===== src/rtl/walk_request_bank_if.sv =====
// Bus between the walk-request bank and its users.
//
// Signals:
//   WR_Sync    [NUM_CH]  synchronized button request per crossing (level or pulse)
//   WR_Reset   [NUM_CH]  explicit clear per crossing
//   Serve                phase FSM served channel Sel this cycle
//   WR         [NUM_CH]  pending request flags (registered)
//   Urgent     [NUM_CH]  pending and waited >= MAX_WAIT
//   Any_WR               OR of WR
//   Sel        [SEL_W]   channel chosen for next service
//   Sel_Urgent           chosen channel is urgent
//
// Handshake: there is no valid/ready pair on this bus. Serve is a one-cycle
// strobe that the bank always accepts on the rising edge it is sampled at;
// it only has an effect when Any_WR is high in that same cycle, and it always
// refers to the Sel value visible in that cycle. WR_Sync/WR_Reset are
// per-channel levels sampled every edge.
//
// Modports: master drives requests (button sync + phase FSM side),
//           slave is the bank itself.
interface walk_request_bank_if #(
  parameter int NUM_CH = 4
);
  localparam int SEL_W = $clog2(NUM_CH);

  logic [NUM_CH-1:0] WR_Sync;
  logic [NUM_CH-1:0] WR_Reset;
  logic              Serve;
  logic [NUM_CH-1:0] WR;
  logic [NUM_CH-1:0] Urgent;
  logic              Any_WR;
  logic [SEL_W-1:0]  Sel;
  logic              Sel_Urgent;

  modport master (
    output WR_Sync, WR_Reset, Serve,
    input  WR, Urgent, Any_WR, Sel, Sel_Urgent
  );

  modport slave (
    input  WR_Sync, WR_Reset, Serve,
    output WR, Urgent, Any_WR, Sel, Sel_Urgent
  );
endinterface


===== src/rtl/walk_request_bank.sv =====
// Multi-channel pedestrian walk-request register.
//
// Per crossing it latches a synchronized button request until the phase FSM
// serves it or it is explicitly cleared, tracks how long it has waited, flags
// over-age requests as urgent, and picks the next crossing to serve
// (round-robin, urgent first).
//
// Ports:
//   clk    in  system clock, all state on the rising edge
//   Rst_n  in  synchronous active-low reset
//   bus    walk_request_bank_if.slave (requests in, status/selection out)
//
// All outputs are decoded from registers only; nothing on the bus inputs
// reaches an output combinationally.
module walk_request_bank #(
  parameter int NUM_CH   = 4,
  parameter int AGE_W    = 8,
  parameter int MAX_WAIT = 200,
  parameter int LOCKOUT  = 16
) (
  input  logic                  clk,
  input  logic                  Rst_n,
  walk_request_bank_if.slave    bus
);
  localparam int SEL_W  = $clog2(NUM_CH);
  localparam int LOCK_W = (LOCKOUT > 0) ? $clog2(LOCKOUT + 1) : 1;

  logic [NUM_CH-1:0] wr_q, wr_d;
  logic [AGE_W-1:0]  age_q  [NUM_CH];
  logic [AGE_W-1:0]  age_d  [NUM_CH];
  logic [LOCK_W-1:0] lock_q [NUM_CH];
  logic [LOCK_W-1:0] lock_d [NUM_CH];
  logic [SEL_W-1:0]  ptr_q, ptr_d;

  logic [NUM_CH-1:0] urgent_c;
  logic              any_wr_c;
  logic [SEL_W-1:0]  sel_c;
  logic              sel_urg_c;
  logic              serve_hit;

  // First set bit of vec in scan order ptr+1, ptr+2, ... (mod NUM_CH).
  // Returns 0 when vec is empty.
  function automatic logic [SEL_W-1:0] first_in_scan(input logic [NUM_CH-1:0] vec,
                                                     input logic [SEL_W-1:0]  ptr);
    logic [SEL_W-1:0] res;
    logic             found;
    int               idx;
    res   = '0;
    found = 1'b0;
    for (int k = 1; k <= NUM_CH; k++) begin
      idx = (int'(ptr) + k) % NUM_CH;
      if (!found && vec[idx]) begin
        res   = SEL_W'(idx);
        found = 1'b1;
      end
    end
    return res;
  endfunction

  // Status and selection, decoded from registers.
  always_comb begin
    any_wr_c  = |wr_q;
    urgent_c  = '0;
    for (int i = 0; i < NUM_CH; i++) begin
      urgent_c[i] = wr_q[i] && (age_q[i] >= AGE_W'(MAX_WAIT));
    end
    sel_urg_c = |urgent_c;
    sel_c     = sel_urg_c ? first_in_scan(urgent_c, ptr_q) : first_in_scan(wr_q, ptr_q);
  end

  assign bus.WR         = wr_q;
  assign bus.Urgent     = urgent_c;
  assign bus.Any_WR     = any_wr_c;
  assign bus.Sel        = sel_c;
  assign bus.Sel_Urgent = sel_urg_c;

  // Next state per channel.
  always_comb begin
    logic clr;
    logic set_ok;
    serve_hit = bus.Serve && any_wr_c;
    ptr_d     = serve_hit ? sel_c : ptr_q;
    wr_d      = wr_q;
    clr       = 1'b0;
    set_ok    = 1'b0;
    for (int i = 0; i < NUM_CH; i++) begin
      age_d[i]  = age_q[i];
      lock_d[i] = lock_q[i];
      // WR_Reset and a Serve hit on the same channel merge into one clear.
      clr = bus.WR_Reset[i] || (serve_hit && (sel_c == SEL_W'(i)));
      // The counter's last nonzero cycle already admits a set, so a held
      // request lands exactly LOCKOUT edges after the clearing edge.
      set_ok = bus.WR_Sync[i] && (lock_q[i] <= LOCK_W'(1));
      if (clr) begin
        wr_d[i]   = 1'b0;
        age_d[i]  = '0;
        lock_d[i] = LOCK_W'(LOCKOUT);
      end else begin
        wr_d[i] = wr_q[i] || set_ok;
        // Age is 0 in the first pending cycle and saturates at all-ones.
        if (!wr_q[i]) begin
          age_d[i] = '0;
        end else if (age_q[i] != '1) begin
          age_d[i] = age_q[i] + AGE_W'(1);
        end
        if (lock_q[i] != '0) begin
          lock_d[i] = lock_q[i] - LOCK_W'(1);
        end
      end
    end
  end

  always_ff @(posedge clk) begin
    if (!Rst_n) begin
      wr_q  <= '0;
      ptr_q <= SEL_W'(NUM_CH - 1);
      for (int i = 0; i < NUM_CH; i++) begin
        age_q[i]  <= '0;
        lock_q[i] <= '0;
      end
    end else begin
      wr_q  <= wr_d;
      ptr_q <= ptr_d;
      for (int i = 0; i < NUM_CH; i++) begin
        age_q[i]  <= age_d[i];
        lock_q[i] <= lock_d[i];
      end
    end
  end
endmodule

===== src/flat_wrapper.sv =====
// flat-port wrapper written by rule: the top's interface ports become plain ports
module walk_request_bank_flat 
#(
  parameter int NUM_CH   = 4,
  parameter int AGE_W    = 8,
  parameter int MAX_WAIT = 200,
  parameter int LOCKOUT  = 16
)
  (clk, Rst_n, bus_WR_Sync, bus_WR_Reset, bus_Serve, bus_WR, bus_Urgent, bus_Any_WR, bus_Sel, bus_Sel_Urgent);
  walk_request_bank_if #(.NUM_CH(NUM_CH)) bus_i ();
  input  logic clk;
  input  logic Rst_n;
  input wire logic [$bits(bus_i.WR_Sync)-1:0] bus_WR_Sync;
  input wire logic [$bits(bus_i.WR_Reset)-1:0] bus_WR_Reset;
  input wire logic [$bits(bus_i.Serve)-1:0] bus_Serve;
  output wire logic [$bits(bus_i.WR)-1:0] bus_WR;
  output wire logic [$bits(bus_i.Urgent)-1:0] bus_Urgent;
  output wire logic [$bits(bus_i.Any_WR)-1:0] bus_Any_WR;
  output wire logic [$bits(bus_i.Sel)-1:0] bus_Sel;
  output wire logic [$bits(bus_i.Sel_Urgent)-1:0] bus_Sel_Urgent;
  assign bus_i.WR_Sync = bus_WR_Sync;
  assign bus_i.WR_Reset = bus_WR_Reset;
  assign bus_i.Serve = bus_Serve;
  assign bus_WR = bus_i.WR;
  assign bus_Urgent = bus_i.Urgent;
  assign bus_Any_WR = bus_i.Any_WR;
  assign bus_Sel = bus_i.Sel;
  assign bus_Sel_Urgent = bus_i.Sel_Urgent;
  walk_request_bank #(.NUM_CH(NUM_CH), .AGE_W(AGE_W), .MAX_WAIT(MAX_WAIT), .LOCKOUT(LOCKOUT)) u_core (.clk(clk), .Rst_n(Rst_n), .bus(bus_i));
endmodule

===== config.mk =====
export PLATFORM = sky130hd
export DESIGN_NAME = walk_request_bank_flat
export DESIGN_NICKNAME = d
export VERILOG_FILES = /design/src/rtl/walk_request_bank_if.sv /design/src/rtl/walk_request_bank.sv /design/src/flat_wrapper.sv
export SDC_FILE = /design/constraint.sdc
export NUM_CORES = 1
export LEC_CHECK = 0
export BUFFER_PORTS_ARGS = -buffer_cell sky130_fd_sc_hd__buf_2
export CORE_UTILIZATION = 55
export CTS_CLUSTER_DIAMETER = 50
export DETAILED_ROUTE_END_ITERATION = 6
export GPL_ROUTABILITY_DRIVEN = 0
export GPL_TIMING_DRIVEN = 1
export PLACE_DENSITY = 0.81
export SLEW_MARGIN = 25
export SYNTH_ARGS = -nofsm -noshare
export SYNTH_HDL_FRONTEND = slang
export SYNTH_SLANG_ARGS = --single-unit

===== constraint.sdc =====
create_clock -name clk -period 2.03 [get_ports clk]
set_input_delay 0.203 -clock clk [delete_from_list [all_inputs] [get_ports clk]]
set_output_delay 0.203 -clock clk [all_outputs]
set_load 0.02 [all_outputs]

-- Word level (Yosys, flattened, before mapping)
Memory sizes are Yosys's and may differ from the RTL's.
Cells that the tools add are included.
- RAM bits: 52
- bits in registers: 6
- bits of input ports: 11
- memories: 2
- output and inout bits: 12
- word-level logic and storage cells: 168
- memories (memory ; words ; bits a word ; rd ports ; clocked after memory_dff ; write ports ; line ; RTL):
    u_core.age_q ; 4 ; 8 ; 4 ; 0 ; 4 ; walk_request_bank.sv:29 ; logic [AGE_W-1:0] age_q [NUM_CH];
    u_core.lock_q ; 4 ; 5 ; 4 ; 0 ; 4 ; walk_request_bank.sv:31 ; logic [LOCK_W-1:0] lock_q [NUM_CH];
- reduce and logical (&&, ||, !) cells: 48
- magnitude comparators: 12
- multiplexer cells: 69
- bitwise logic cells: 13
- eq/ne operators: 7
- add/sub/neg operators: 12
- operators with widths (operator ; count):
    $mux 8 ; 16
    $mux 5 ; 12
    $add 8x1->8 const B ; 4
    $ge 8x8->1 const B ; 4
    $ne 8x8->1 const B ; 4
    $mux 1 ; 24
    $le 5x1->1 const B ; 4
    $reduce_bool 5->1 ; 4
    $sub 5x1->5 const B ; 4
    $logic_and 1x1->1 ; 19
    $mux 2 ; 9
    $bmux 1 s2 ; 8
    $lt 3x4->1 const B ; 4
    $reduce_or 2->1 ; 8
    $logic_or 1x1->1 ; 8
    $or 1x1->1 ; 8
    $reduce_or 4->1 ; 2
    $logic_not 1->1 ; 6
    $add 2x1->2 const B ; 2
    $add 2x2->2 const B ; 2
    $and 1x1->1 const A ; 4
    $eq 2x2->1 const B ; 2
    $eq 2x1->1 const B ; 1
    $logic_not 2->1 ; 1
    $not 1->1 ; 1

-- Longest topological paths before layout
- depth after elaboration: 22
- mapped depth: 9

-- Least setup slack after synthesis
Ideal clock, no wire load.
- kind: flip-flop to flip-flop
- start: reg u_core.wr_q[2] (netlist: u_core.bus.WR[2])
- end: mem u_core.age_q[2][2]
- arrival: 1.857 ns
- setup time: 0.121 ns
- clock period less this slack: 1.978 ns
- data required time: 1.909 ns
- stages on the path, launching flop included: 9
- slack: 0.052 ns
- cell sequence: dfxtp_1 > nand3_1 > or2_2 > inv_1 > o221ai_1 > a21oi_2 > buf_2 > buf_4 > a21oi_1
- RTL lines (element ; line ; RTL):
    start: declaration ; walk_request_bank.sv:28 ; logic [NUM_CH-1:0] wr_q, wr_d;
    start signal: assignment ; walk_request_bank.sv:122 ; wr_q <= wr_d;
    end: declaration ; walk_request_bank.sv:29 ;

==> summary.md <==
| Metric | Value |
|---|---|
| Run status | finished, violations left |
| Failing checks | negative setup slack |
| Sum of routed wire length over all layers | about 8700 um |
| Rows | 28 |
| Data required time at the worst endpoint | 1830 ps |
| Area added between synthesis and finish | 23.65% |
| Area of the mapped netlist | ~3400 um2 |
| Crit path setup slack, layout | -33.35 ps |
| Hold violation count in the final report | 0 |
| P_leak | 1.553 nW |
| Maximum vdd drop | 0.7890 mV |
| Clock Pin Slew Worst Setup and Hold Paths | around 60 ps |
| Final #Nets | ~490 |
| Total core area | between 5000 and 6000 um2 |
| Area taken by flip-flops and latches | approximately 1200 um2 |
| Antenna diode instance count | 0 |
| Shortest period the worst path allows | just over 2000 ps |
| Vias in the first global route | approximately 3000 |
| Warning count from the yosys run | 0 |
| Number of vias after detailed routing | 3224 |
| Per-cell via count in the routed design | roughly 6 |
| DRC violation count after routing | 0 |
| Reg2Reg Launch Point | u_core.bus.WR[1] |
| Net Count, Synth | ~430 |
| PwrDens | between 800 and 900 nW/um2 |
| Hold Path Class | primary input to register |
| Worst setup path startpoint | u_core.age_q[1][3] |
| Global-route wire length before repair | 13380 um |
| Initial Util | between 50 and 60% |
| Share of the synthesized area in the top cell type | between 30% and 40% |
| Clock tree root driver cell | sky130_fd_sc_hd__clkbuf_8 |
| Top cells by area in the synthesized netlist | sky130_fd_sc_hd__dfxtp_1, sky130_fd_sc_hd__ha_1, sky130_fd_sc_hd__a211oi_1, sky130_fd_sc_hd__nand2_1, sky130_fd_sc_hd__a21oi_1 |
| Width of the die | approximately 81 um |
| Hold path start | bus_WR_Reset[3] |
| Number of H-tree levels | 3 |
| Sum of overflow across all layers after global routing | 0 |
| Antenna Violating Nets Remaining | 0 |
| Worst slew margin | 64.12% |
| Number of fill cells in the layout | between 400 and 500 |
| EDFF count, synth | 0 |
| Commonest cells in the netlist | sky130_fd_sc_hd__dfxtp_1, sky130_fd_sc_hd__nand2_1, sky130_fd_sc_hd__a211oi_1 |
| Fmax | a little under 500 MHz |
| GRT Total Usage | 26.59% |
| Sequential element share of the synthesized area | between 30% and 40% |
| Count of pins on the block boundary | 23 |
| Initial antenna violation count | 0 |
| First-pass detailed-route iteration total | 5 |
| Critical-path cell list | or3_4 -> nand2_2 -> o221ai_1 -> a21oi_2 -> inv_2 -> buf_12 -> buf_6 |
| Mean post-synth cell area | 8.463 um2 |
| Clock insertion delay at the later pin of the skew report | 340 ps |
| Post-Synthesis Cells | about 400 |
| Kind of end point of the critical path | output pin |
| Detailed router's first-iteration violation count | ~260 |
| Largest driver fanout on the critical path | 3 |
| Half-perimeter wire length after detailed placement | between 5000 and 6000 um |
| Number of buffers added on ports | 22 |
| Largest buffer count on any clock path | 2 |
| Critical path launch point type | register |
| Most frequently used flop master after synthesis | sky130_fd_sc_hd__dfxtp_1 |
| Arrival time at the worst endpoint | approximately 1900 ps |
| Critical path class | register to output pin |
| Fraction of registers with async set/reset | 0% |
| Peak per-stage delay on the critical path | 420 ps |
| Max-slew violation count | 0 |
| Maximum capacitance violations | 0 |
| CTS Hold Bufs | 0 |
| Wirelength per Cell | 16.31 um |
| TritonCTS Sinks | 58 |
| Worst-margin pin slew | between 500 and 600 ps |
| Chip Height | 80.65 um |
| Setup repair after global routing missed its margin | true |
| Register bit count reported by yosys | 58 |
| Clock tree skew after final layout | 10.72 ps |
| Area of the multi-input gates | between 2000 and 2500 um2 |
| Total Neg Setup Slack | -64.57 ps |
| Library cells used by synthesis | approximately 50 |
| Leading cell type by number of instances after synthesis | sky130_fd_sc_hd__dfxtp_1 |
| Post-synthesis cell type with the largest combined area | sky130_fd_sc_hd__dfxtp_1 |
| Inserted Clock Buffers | 9 |
| Fraction of layout cells with a size suffix above 1 | 25.65% |
| Worst slack at placement | approximately 72 ps |
| Finish-stage setup viols | 4 |
| Max stage delay cell, worst path | sky130_fd_sc_hd__or3_4 |
| Largest net degree at the start of global routing | 28 |
| Final cycle utilization of the critical path | 101.6% |
| Clock tree from TritonCTS | yes |
| Die footprint | 6504 um2 |
==> routing by layer <==
layer	vias up	global-route usage (%)	routed length, um	share of wire, %
li1	1569	-	-	-
met1	1510	32.59	3746	43
met2	120	45.34	4257	49
met3	25	5.000	529	6.1
met4	0	10.89	195	2.2
met5	-	0	0	0
==> placed cells by master (no fill, tap or decap), types with 5 or more instances in the layout <==
master,n
sky130_fd_sc_hd__clkbuf_8,10
sky130_fd_sc_hd__buf_4,25
sky130_fd_sc_hd__nor3_1,15
sky130_fd_sc_hd__nor2b_1,6
sky130_fd_sc_hd__o21ai_0,17
sky130_fd_sc_hd__ha_1,20
sky130_fd_sc_hd__a211oi_2,12
sky130_fd_sc_hd__nand2_1,34
sky130_fd_sc_hd__dfxtp_1,45
sky130_fd_sc_hd__nor2_1,25
sky130_fd_sc_hd__nand2b_1,8
sky130_fd_sc_hd__mux2i_1,9
sky130_fd_sc_hd__o21bai_1,5
sky130_fd_sc_hd__nand3_1,22
sky130_fd_sc_hd__buf_2,20
sky130_fd_sc_hd__dfxtp_4,5
sky130_fd_sc_hd__o211ai_1,10
sky130_fd_sc_hd__xor2_1,10
sky130_fd_sc_hd__a21oi_1,23
sky130_fd_sc_hd__xnor2_1,13
sky130_fd_sc_hd__and2_1,5
sky130_fd_sc_hd__a211oi_1,20
sky130_fd_sc_hd__dfxtp_2,8
sky130_fd_sc_hd__inv_1,20
sky130_fd_sc_hd__and3_1,8
==> through the flow <==
stage | area (um2) | hold WS [ps] | util [%] | total power (W) | cells
finish | 4207 | 154.2 | 70.63 | 0.003495 | 535
CTS | 4026 | 139.1 | 67.61 | 0.003369 | 532
global placement | 3711 | 467.3 | 62.31 | 0.002321 | 506
floorplan | 3402 | 344.2 | - | 0.002100 | 402
global route | 4207 | 146.0 | 70.63 | 0.003656 | 535
detailed placement | 3711 | 472.7 | 62.31 | 0.002350 | 506
==> registers in the layout (all words and copies together) (netlist names) <==
| signal | cells |
|---|---|
| u_core.age_q | 32 |
| u_core.bus.WR | 4 |
| u_core.lock_q | 20 |
| u_core.ptr_q | 2 |
==> where the power goes <==
group	leakage, nW	internal, W	switching, W
clock	0.0807	0.000476	0.000452
combinational	0.992	0.000560	0.000672
sequential	0.480	0.00123	0.000107
total	1.55	0.00226	0.00123
==> path summary, 6_finish.rpt <==
kind                              end  slack, ps  cells after the start
hold / removal    u_core.lock_q[3][4]        150                      3
hold reg to reg    u_core.age_q[2][6]        560                      2
setup reg to reg      u_core.ptr_q[1]        -30                      8
setup / recovery           bus_Sel[0]        -30                      7
==> logic make-up (layout without fill, tap and decap cells) <==
kind of cell / after synthesis / count (layout) / synth area share (%)
buf+inv: 35 / 93 / 4.855
compound gates: 111 / 111 / 22.91
flops: 58 / 58 / 34.13
mux: 13 / 13 / 3.972
fa+ha+maj: 20 / 20 / 7.356
simple gates: 142 / 142 / 20.85
xor+xnor: 23 / 23 / 5.921
==> critical path: cells and delay by family, from the launching register on <==
family	cells	cell delay (ps)
compound gates	2	360
simple gates	2	540
flops	1	310
buf+inv	3	320
==> layout make-up <==
class	count	share of cell area (%)
multi-input cells	309	52.29
flip-flops and latches	58	28.29
repair buffers	55	11.30
clock buffers	14	3.629
well taps	75	2.231
inverters	22	1.963
clock inverters	2	0.2974
==> timing repair <==
| item | in CTS | in global routing |
|---|---|---|
| resized for setup | 21 | 30 |
| gates cloned | 1 | 3 |
| buffers inserted | 9 | 0 |
| endpoints found under the setup margin | 2 | 23 |
| pin swaps | 6 | 4 |
(Power assumes the default switching activity.)
